===== config.mk =====
export PLATFORM = sky130hd
export DESIGN_NAME = three_input_debounce_sync
export DESIGN_NICKNAME = d
export VERILOG_FILES = /design/src/rtl/three_input_debounce_sync_pkg.sv /design/src/rtl/three_input_debounce_sync_debounce_channel.sv /design/src/rtl/three_input_debounce_sync.sv
export SDC_FILE = /design/constraint.sdc
export NUM_CORES = 1
export LEC_CHECK = 0
export CAP_MARGIN = 20
export CORE_MARGIN = 1.5
export CORE_UTILIZATION = 46
export DETAILED_ROUTE_END_ITERATION = 10
export PLACE_DENSITY = 0.7
export RECOVER_POWER = 50
export SETUP_SLACK_MARGIN = 0.5
export SLEW_MARGIN = 20
export SYNTH_ARGS = -nofsm -noshare
export SYNTH_HDL_FRONTEND = slang
export SYNTH_SLANG_ARGS = --single-unit

===== constraint.sdc =====
create_clock -name clk -period 1 [get_ports clk]
set_input_delay 0.15 -clock clk [delete_from_list [all_inputs] [get_ports clk]]
set_output_delay 0.15 -clock clk [all_outputs]
set_load 0.03 [all_outputs]

===== src/rtl/three_input_debounce_sync_pkg.sv =====
// Shared constants for the three-channel input synchronizer/debouncer.
// Channel indices map bit positions of the packed channel vectors.
package three_input_debounce_sync_pkg;

    localparam int STABLE_CYCLES_DEFAULT = 4;
    localparam int CNT_W_DEFAULT         = 3;

    localparam int NUM_CH = 3;
    localparam int CH_A   = 0;
    localparam int CH_B   = 1;
    localparam int CH_C   = 2;

endpackage


===== src/rtl/three_input_debounce_sync_debounce_channel.sv =====
// One input channel: two-flop synchronizer followed by a stability-counter debouncer.
// Optional macro EDGE_PULSE_EN adds a registered one-cycle pulse on each 0->1 of q.
module debounce_channel
    import three_input_debounce_sync_pkg::*;
#(
    parameter int STABLE_CYCLES = STABLE_CYCLES_DEFAULT,
    parameter int CNT_W         = CNT_W_DEFAULT
) (
    input  logic clk,
    input  logic reset,
    input  logic raw,
    output logic q
`ifdef EDGE_PULSE_EN
    ,
    output logic rise
`endif
);

    logic             sync1;
    logic             sync2;
    logic [CNT_W-1:0] count;

    // raw is asynchronous; only sync2 is allowed to reach the debounce logic.
    always_ff @(posedge clk) begin
        if (reset) begin
            sync1 <= 1'b0;
            sync2 <= 1'b0;
        end else begin
            sync1 <= raw;
            sync2 <= sync1;
        end
    end

    // Any return of sync2 to q clears the count, so separate glitches never add up.
    always_ff @(posedge clk) begin
        if (reset) begin
            count <= '0;
            q     <= 1'b0;
        end else if (sync2 == q) begin
            count <= '0;
        end else if (count == CNT_W'(STABLE_CYCLES - 1)) begin
            q     <= sync2;
            count <= '0;
        end else begin
            count <= count + CNT_W'(1);
        end
    end

`ifdef EDGE_PULSE_EN
    logic q_prev;

    // Pulse lands on the cycle after q has risen.
    always_ff @(posedge clk) begin
        if (reset) begin
            q_prev <= 1'b0;
            rise   <= 1'b0;
        end else begin
            q_prev <= q;
            rise   <= q & ~q_prev;
        end
    end
`endif

endmodule


===== src/rtl/three_input_debounce_sync.sv =====
// Conditions three raw board inputs into clean, clock-aligned a/b/c for the OR gate.
// Optional macro EDGE_PULSE_EN adds the 3-bit rise output (bit0=a, bit1=b, bit2=c).
module three_input_debounce_sync
    import three_input_debounce_sync_pkg::*;
#(
    parameter int STABLE_CYCLES = STABLE_CYCLES_DEFAULT,
    parameter int CNT_W         = CNT_W_DEFAULT
) (
    input  logic       clk,
    input  logic       reset,
    input  logic       a_raw,
    input  logic       b_raw,
    input  logic       c_raw,
    output logic       a,
    output logic       b,
    output logic       c
`ifdef EDGE_PULSE_EN
    ,
    output logic [2:0] rise
`endif
);

    logic [NUM_CH-1:0] raw_vec;
    logic [NUM_CH-1:0] q_vec;

    always_comb begin
        raw_vec       = '0;
        raw_vec[CH_A] = a_raw;
        raw_vec[CH_B] = b_raw;
        raw_vec[CH_C] = c_raw;
    end

    for (genvar i = 0; i < NUM_CH; i++) begin : g_ch
        debounce_channel #(
            .STABLE_CYCLES(STABLE_CYCLES),
            .CNT_W        (CNT_W)
        ) u_ch (
            .clk  (clk),
            .reset(reset),
            .raw  (raw_vec[i]),
            .q    (q_vec[i])
`ifdef EDGE_PULSE_EN
            ,
            .rise (rise[i])
`endif
        );
    end

    assign a = q_vec[CH_A];
    assign b = q_vec[CH_B];
    assign c = q_vec[CH_C];

endmodule


==> results.toml <==
[run_status]
violations = "negative setup slack"
status = "finished with violations"

[sta]
worst_pin_slew_ns = 0.499
fin_crit_ns = 1.04
drv_slew = 0
clock.fmax_ghz = 0.959
fin_crit_sh_pct = 104
fin_skew_ns = 0.00337
finalHoldViolCount = 0
setup_ws_ns = -0.0427
relSlewSlack_pct = 66.5
final-setup-viol-count = 6
rsz0062_at_grt = "yes"
finalHoldWorstSlack_ns = 0.192

[floorplanning]
die_area_um2 = 1710
initial_core_util_pct = 50.7
fp.dieW_um = 41.3
rows = 13
die_y_um = 41.3
io_pins = 8
core-area_um2 = 1330

[critical_path]
reg2reg_to = "g_ch[1].u_ch.count[2]"
worstPathArrival_ns = 1.25
startpoint = "g_ch[1].u_ch.count[0]"
r2r-start = "g_ch[1].u_ch.count[0]"
worstPathMaxFanout = 2
cp-start-kind = "flop"
crit_type = "flop to flop"
endpoint = "g_ch[1].u_ch.count[2]"
r2r_slack_ns = -0.04
worstRegToRegCells = 3
cp.required_ns = 1.20
cp-end-kind = "flop"

[cells_and_area]
design_area_um2 = 1010
area_growth_pct = 48.9
diodes = 0
nets = 79
fill_cells = 82
drive_gt1_share_pct = 62.7
multiInputGateArea_um2 = 437
seq_area_um2 = 380
utilization_pct = 75.4

[clock_network]
clk_pin_slew_ns = 0.10
cts_buffers = 3
clock_sinks = 18
h-tree-depth = 1
postCtsHoldBufs = 0
clock_path_buffers = 2
cts_tree = "done"
root_buffer = "clkbuf_4"
clk_latency_ns = 0.29

[power]
worst_ir_drop_vdd_uv = 742
p_total_w = 0.00125
p_leak_nw = 0.350
power.density_nw_per_um2 = 1240

[grt]
grt_max_degree = 11
grt_overflow = 0
grt_use_total_pct = 15.1
first_global_vias = 410
grt_antenna_before_repair = 0
grt_pass1_wl_mm = 1.61

[logic_synthesis]
synth_xor_area_share_pct = 3.89
post-synth-top-area-cell = "dfxtp_1"
postSynthCellCount = 53
synthesis.area_um2 = 676
syn_avg_cell_area_um2 = 12.7
synth_seq_area_share_pct = 53.3
synthSimpleGateAreaFrac_pct = 21.7
yosys_warnings = 0
synth_compound_area_share_pct = 0
synth_seq_cells = 18
synth_top_family_by_area = "simple AND/OR/NAND/NOR gates"
synthMuxAreaShare_pct = 4.44
synth_area_leaders = "dfxtp_1 53%, ha_1 11%, and2b_2 7.8%"
yosysUniqueCellTypes = 13
yosys.area_share.adder_pct = 11.1
yosysTopAreaCellShare_pct = 53.3
synth_nets = 64

[job]
cap_violations = 0

[routing]
drc_errors = 0
dr.pass1.iters = 4
routed_via_density = 5.15
drtIter0Drc = 3
wl_per_cell_um = 13.5
ant_nets = 0
drt-total-wl_mm = 1.11
via_count = 422

[min_path]
hp-start = "a_raw"
min_path_type = "input pin to flop"

[placed_design]
place_area_um2 = 851
io_buffers = 7
gp_congestion = 0.589
-- stage by stage --
stage / TNS [ns] / worst slack [ns] / instances
final: -0.0854 / -0.0427 / 82
after floorplan: 0 / 0.0177 / 53
after global routing: -0.569 / -0.0691 / 82
after CTS: -0.156 / -0.0701 / 81
after global placement: -1.53 / -0.129 / 74
after detailed placement: -2.19 / -0.183 / 74
-- cells in the mapped netlist, drive strengths merged --
cell type	n
dfxtp	18
and2b	6
ha	6
nor4	6
inv	3
mux2i	3
nor2	3
nor4b	3
xnor2	3
buf	2
-- cells by family (layout without fill, tap and decap cells) --
| logic type | count (synthesis) | count (layout) |
|---|---|---|
| DFF | 18 | 18 |
| and+or+nand+nor | 18 | 18 |
| adders and majority gates | 6 | 6 |
| buffers and inverters | 5 | 19 |
| xor gates and xnor gates | 3 | 3 |
| muxes | 3 | 3 |
-- critical path, stage by stage, from the launching register on --
cell     delay (ns)
dfxtp_2        0.35
ha_4           0.16
ha_4           0.24
nor4_4         0.22
-- final cells by class --
cell class	instances	share of cell area, %
Clock buffer	4	3.61
Sequential cell	18	37.8
Inverter	3	1.12
Timing Repair Buffer	12	12.2
Multi-Input combinational cell	30	43.4
Tap cell	15	1.87
-- worst min path at each step --
stage / slack [ns] / depth (start not counted) / end
floorplan: 0.29 / 1 / g_ch[0].u_ch.sync1
global route: 0.19 / 2 / g_ch[1].u_ch.sync1
detailed placement: 0.43 / 1 / g_ch[1].u_ch.count[0]
CTS: 0.18 / 3 / g_ch[2].u_ch.count[1]
finish: 0.19 / 2 / g_ch[0].u_ch.sync1
global placement: 0.42 / 1 / g_ch[1].u_ch.count[0]
-- repair_timing --
item	4_1_cts	5_1_grt
cloned	1	0
setup endpoints to repair	21	18
pin swaps	6	1
setup buffers	2	1
resized for setup	17	4
-- metal layers --
metal  track usage (%)  share of wire, %  wire length (um)
met1              17.8                44               491
met3              3.19               2.6                29
met4              7.26                 0                 0
met2              25.8                53               584
met5                 0                 0                 0
-- state kept, by name, indices dropped and copies added, names as in the netlist --
| signal | flops |
|---|---|
| g_ch.u_ch.count | 9 |
| g_ch.u_ch.sync2 | 3 |
| g_ch.u_ch.sync1 | 3 |
| g_ch.u_ch.q | 3 |
-- cell usage in the layout, fill, tap and decap left out --
cell type	netlist	routed
dfxtp_1	18	8
dfxtp_2	0	7
and2b_2	6	6
ha_4	0	6
inv_1	3	3
mux2i_1	3	3
nor2_1	3	3
nor4b_4	0	3
clkbuf_4	0	3
dfxtp_4	0	3
dlygate4sd2_1	0	3
buf_6	1	3
buf_4	0	3
xnor2_2	0	2
nor4_4	0	2
nor4_1	5	2
nor4_2	1	2
clkbuf_1	0	2
xnor2_1	3	1
clkbuf_8	0	1
bufbuf_16	0	1
-- where the power goes --
part           internal [W]  switching (W)  total [W]
registers          0.000724     0.00000918   0.000733
logic             0.0000489      0.0000335  0.0000824
clock network      0.000222       0.000213   0.000434
total              0.000995       0.000255    0.00125
No activity file was read; power rests on OpenSTA's default activity.
==> patch 1, RTL diff (config.mk and constraints unchanged) <==
Put a register stage on the outputs `a`, `b` and `c`, without a reset. The values now appear one clock later. Comments in the files are not updated.
--- a/src/rtl/three_input_debounce_sync.sv
+++ b/src/rtl/three_input_debounce_sync.sv
@@ -46,9 +46,11 @@
         );
     end
 
-    assign a = q_vec[CH_A];
-    assign b = q_vec[CH_B];
-    assign c = q_vec[CH_C];
+    always_ff @(posedge clk) begin
+        a <= q_vec[CH_A];
+        b <= q_vec[CH_B];
+        c <= q_vec[CH_C];
+    end
 
 endmodule
 
Function: changed (a bounded check fails within 10 cycles, from zero or initial values and one cycle with reset high).
==> patch 1 against the original RTL <==
The flow still finishes with violations (negative setup slack); non-clock buffer count grew 1; critical path type unchanged; largest cell class unchanged; design area grew 5.0%; setup slack gained 0.018 ns; largest power group unchanged; fmax grew 1.7%; sequential cell count grew 3; area after synthesis grew 8.9%; core utilization shrank 5.3 points; total power grew 6.2%; routed wire length shrank 8.2%.
==> patch 1: results (changes against the original RTL) <==
[final_layout]
num-nets-final = 83  ; was 79
finish.cell_count_without_fillers = 87  ; was 82
fraction_of_layout_cells_with_a_size_suffix_above_1_pct = 62.0  ; was 62.7%
largest_register = g_ch.u_ch.count  ; unchanged

[worst_setup_path]
path_depth_of_the_worst_reg2reg_path = 4  ; was 3
timing.critical_path.fanout_max = 4  ; was 2
rr_endpoint = g_ch[2].u_ch.q$_SDFFE_PP0P_  ; was g_ch[1].u_ch.count[2]$_SDFF_PP0_

[yosys]
postSynth.topFlopCell = dfxtp_1  ; unchanged
synth_fp_nets = 67  ; was 64
synth_mux_area_share_pct = 4.08  ; was 4.44%
syn_avg_cell_area_um2 = 13.1  ; was 12.7 um^2
synth_area_leaders = dfxtp_1 57%, ha_1 10%, and2b_2 7.1%  ; was dfxtp_1 53%, ha_1 11%, and2b_2 7.8%
post_synth_fa_ha_maj_area_fraction_pct = 10.2  ; was 11.1%
yosys-top-cells-count = 21 x dfxtp_1, 6 x and2b_2, 6 x ha_1  ; was 18 x dfxtp_1, 6 x and2b_2, 6 x ha_1
seq_area_frac_synth_pct = 57.1  ; was 53.3%
synthXorXnorAreaFrac_pct = 3.57  ; was 3.89%

[outcome]
violations = negative setup slack  ; unchanged
status = finished with violations  ; unchanged

[timing]
slew_headroom_pct = 75.9  ; was 66.5%
finalSetupTns_ns = -0.0668  ; was -0.0854 ns
timing.final.setup_violations = 8  ; was 6
fin_worst_skew_ns = 0.00237  ; was 0.00337 ns
timing.final.ws_setup_ns = -0.0249  ; was -0.0427 ns

[grt]
global_route_wire_length_before_repair_mm = 1.79  ; was 1.61 mm
grt_use_total_pct = 13.6  ; was 15.1%
vias_in_the_first_global_route = 416  ; was 410

[place]
dpl.cell_count = 80  ; was 74
gp_routability_congestion = 0.655  ; was 0.589

[power_and_ir_drop]
ir_drop_mv = 0.937  ; was 0.742 mV
power_leakage_nw = 0.359  ; was 0.350 nW

[worst_hold_path]
hp-start = c_raw  ; was a_raw
hold_end = g_ch[2].u_ch.sync1$_SDFF_PP0_  ; was g_ch[0].u_ch.sync1$_SDFF_PP0_

[routing]
routed_wirelength_mm = 1.01  ; was 1.11 mm
drtPass1Iterations = 2  ; was 4
vias = 433  ; was 422
drt_iter0_drc = 1  ; was 3

==> patch 1: report_power, final <==
part | internal [mW] | total (mW) | switching (mW) | leakage [nW]
Clock | 0.156 | 0.398 | 0.242 | 0.0150
Combinational | 0.0438 | 0.0767 | 0.0328 | 0.168
Sequential | 0.843 | 0.853 | 0.00923 | 0.176
Total | 1.04 | 1.33 | 0.285 | 0.359
==> patch 1: cells by family after synthesis <==
| family | count (synthesis) |
|---|---|
| mux | 3 |
| simple gates | 18 |
| flops | 21 |
| fa+ha+maj | 6 |
| xor+xnor | 3 |
| buf+inv | 5 |
==> patch 1: worst max-delay path by stage <==
stage / slack [ns] / start / to
after floorplan: 0.02 / g_ch[0].u_ch.count[0]$_SDFF_PP0_ / g_ch[0].u_ch.count[2]$_SDFF_PP0_
after global placement: -0.12 / reset / g_ch[1].u_ch.count[2]$_SDFF_PP0_
after detailed placement: -0.15 / reset / g_ch[1].u_ch.count[0]$_SDFF_PP0_
after CTS: -0.03 / g_ch[0].u_ch.count[0]$_SDFF_PP0_ / g_ch[0].u_ch.count[2]$_SDFF_PP0_
after global routing: -0.06 / g_ch[0].u_ch.count[0]$_SDFF_PP0_ / g_ch[0].u_ch.count[1]$_SDFF_PP0_
final: -0.02 / g_ch[2].u_ch.count[0]$_SDFF_PP0_ / g_ch[2].u_ch.q$_SDFFE_PP0P_
==> patch 1: metal layers <==
layer / vias up / GRT usage [%] / part of all wire [%]
met2: 9 / 17.9 / 47
met5: - / 0 / 0
met3: 4 / 2.55 / 3.5
met1: 198 / 18.9 / 45
li1: 222 / - / -
met4: 0 / 10.9 / 4.1
==> patch 1: layout make-up <==
| cell class | instances | area [um^2] |
|---|---|---|
| clock buffer | 4 | 26.3 |
| tap | 16 | 20.0 |
| timing repair buffer | 13 | 111 |
| inverter | 3 | 11.3 |
| sequential | 21 | 439 |
| multi-input combinational | 30 | 448 |
| fill | 106 | 450 |
==> patch 1: through the flow <==
stage | util, % | power, mW | worst slack, ns | cell area, um^2
after global placement | 60.7 | 0.928 | -0.123 | 915
after floorplan | - | 0.912 | 0.0177 | 840
after CTS | 66.4 | 1.32 | -0.0272 | 1000
final | 70.1 | 1.33 | -0.0249 | 1060
after global routing | 70.1 | 1.39 | -0.0636 | 1060
after detailed placement | 60.7 | 0.930 | -0.149 | 915
==> patch 1: what timing repair did <==
action / in CTS / in global routing
hold endpoints to repair: 0 / 0
buffers inserted: 2 / 0
endpoints found under the setup margin: 21 / 20
gates resized for setup: 12 / 8
pin swaps: 7 / 3
gates cloned: 1 / 0
==> patch 1: worst max-delay path, cell delays in order (launching register included) <==
cell	delay [ns]
dfxtp_2	0.36
ha_4	0.14
ha_4	0.17
mux2i_1	0.20
nor2_1	0.05
==> patch 2, RTL diff (config.mk and constraints unchanged) <==
Without the edit above. `CNT_W_DEFAULT`: 3 -> 6.
--- a/src/rtl/three_input_debounce_sync_pkg.sv
+++ b/src/rtl/three_input_debounce_sync_pkg.sv
@@ -3,7 +3,7 @@
 package three_input_debounce_sync_pkg;
 
     localparam int STABLE_CYCLES_DEFAULT = 4;
-    localparam int CNT_W_DEFAULT         = 3;
+    localparam int CNT_W_DEFAULT         = 6;
 
     localparam int NUM_CH = 3;
     localparam int CH_A   = 0;
Check against the original RTL: no difference found for any inputs over 10 cycles, from zero or initial values and one cycle with reset high; that may be too few to reach the edited logic, so the function may still have changed.
==> patch 2 against the original RTL <==
The flow still finishes with violations (negative setup slack); combinational power shrank 12%; critical path depth grew 1; global-route usage grew 2.5 points; routed wire length grew 87%; setup slack lost 0.47 ns; fmax shrank 31%; sequential cell count grew 9; sequential power grew 50%; total power grew 30%; highest routed layer is now met4; synthesized cell count grew 100%; area after synthesis grew 51%; design area grew 50%.
==> patch 2: results (changes against the original RTL) <==
[outcome]
status = finished with violations  ; unchanged
violations = negative setup slack  ; unchanged

[worst_setup_path]
slowest_stage = or4b_4  ; was dfxtp_2
rr_endpoint = g_ch[1].u_ch.q$_SDFFE_PP0P_  ; was g_ch[1].u_ch.count[2]$_SDFF_PP0_
timing.critical_path.fanout_max = 3  ; was 2
timing.critical_path.max_delay_family = simple AND/OR/NAND/NOR gates  ; was adder cells
path_depth_of_the_worst_reg2reg_path = 4  ; was 3
worst_path_largest_cell_delay_ns = 0.46  ; was 0.35 ns
timing.critical_path.from = g_ch[1].u_ch.count[1]$_SDFF_PP0_  ; was g_ch[1].u_ch.count[0]$_SDFF_PP0_
cp_data_arrival_time_ns = 1.77  ; was 1.25 ns

[grt]
met3_usage_pct = 2.73  ; was 3.19%
global_route_wire_length_before_repair_mm = 3.37  ; was 1.61 mm
maximum_number_of_pins_on_one_net_before_global_route_repair = 15  ; was 11
vias_in_the_first_global_route = 806  ; was 410
grt_use_met2_pct = 30.7  ; was 25.8%
grt_use_total_pct = 17.6  ; was 15.1%

[power_and_ir_drop]
combinationalPower_mw = 0.0729  ; was 0.0824 mW
power_leakage_nw = 0.566  ; was 0.350 nW
pwr_density_cell_mw_per_mm2 = 1080  ; was 1240 mW/mm^2
internal_power_mw = 1.28  ; was 0.995 mW
ir_drop_mv = 0.962  ; was 0.742 mV
pg_seq_mw = 1.10  ; was 0.733 mW

[worst_hold_path]
hp-start = reset  ; was a_raw
hold_end = g_ch[0].u_ch.q$_SDFFE_PP0P_  ; was g_ch[0].u_ch.sync1$_SDFF_PP0_
worstHoldPathCells = 3  ; was 2

[routing]
drt-wirelength-per-cell_um = 12.2  ; was 13.5 um
vias = 839  ; was 422
routed_wirelength_mm = 2.07  ; was 1.11 mm
routed-wl-met3_um = 36  ; was 29 um
dr.max_layer_used = met4  ; was met3
met2WireLength_mm = 1.09  ; was 584 um
wl_met1_um = 916  ; was 491 um

[final_layout]
layout.filler_cells = 150  ; was 82
largest_register_ffs = 18  ; was 9
fraction_of_layout_cells_with_a_size_suffix_above_1_pct = 47.2  ; was 62.7%
num-nets-final = 151  ; was 79

[yosys]
seq_area_frac_synth_pct = 53.0  ; was 53.3%
netlist_instances = 106  ; was 53
synth_area_leaders = dfxtp_1 53%, xor2_1 6.9%, nor2_1 4.8%  ; was dfxtp_1 53%, ha_1 11%, and2b_2 7.8%

[timing]
timing.final.setup_violations = 21  ; was 6
timing.final.ws_setup_ns = -0.515  ; was -0.0427 ns
fin_worst_skew_ns = 0.00394  ; was 0.00337 ns
hold-worst-slack_ns = 0.304  ; was 0.192 ns

[place]
placed_instance_area_mm2 = 0.00132  ; was 851 um^2
dpl.cell_count = 158  ; was 74

[clock_tree]
worst_skew_pair.late_latency_ns = 0.31  ; was 0.29 ns
clk_pin_slew_worst_paths_ns = 0.14  ; was 0.10 ns

==> patch 2: cell types whose count changed in the layout (fill, tap and decap cells not counted), moves of 5 or more <==
cell     unedited run  this run
dfxtp_2             7        14
nand2_1             0         5
buf_4               3        17
xor2_1              0         8
buf_6               3        11
o21ai_0             0         6
and2b_2             6         0
nor2_1              3         9
nor2b_1             0         5
==> patch 2: final cells by class <==
class                   count  area, um^2  share of cell area, %
multi-input cells          73         568                   37.7
flip-flops and latches     27         566                   37.5
well taps                  27        33.8                   2.24
inverters                   5        18.8                   1.24
clock buffers               4        26.3                   1.74
repair buffers             33         295                   19.6
==> patch 2: what timing repair did <==
item | 4_1_cts | 5_1_grt
gates resized for setup | 24 | 10
buffers inserted | 4 | 2
pin swaps | 10 | 3
endpoints found under the setup margin | 30 | 28
cloned | 1 | 0
hold endpoints to repair | 0 | 0
==> patch 2: cells by family after synthesis <==
group	after synthesis	synth area share [%]
AOI/OAI and AO/OA	16	8.59
xor gates and xnor gates	11	9.45
adders and majority gates	3	3.68
buffers and inverters	6	2.21
DFF	27	53.0
and+or+nand+nor	43	23.1
==> patch 2: how the worst max path moves through the flow <==
| stage | to | depth (start not counted) | slack [ns] |
|---|---|---|---|
| final | g_ch[1].u_ch.q$_SDFFE_PP0P_ | 4 | -0.51 |
| after global routing | g_ch[1].u_ch.q$_SDFFE_PP0P_ | 4 | -0.56 |
| after CTS | g_ch[1].u_ch.q$_SDFFE_PP0P_ | 4 | -0.51 |
| after detailed placement | g_ch[1].u_ch.q$_SDFFE_PP0P_ | 4 | -0.48 |
| after global placement | g_ch[1].u_ch.q$_SDFFE_PP0P_ | 4 | -0.44 |
| after floorplan | g_ch[1].u_ch.q$_SDFFE_PP0P_ | 4 | -0.45 |
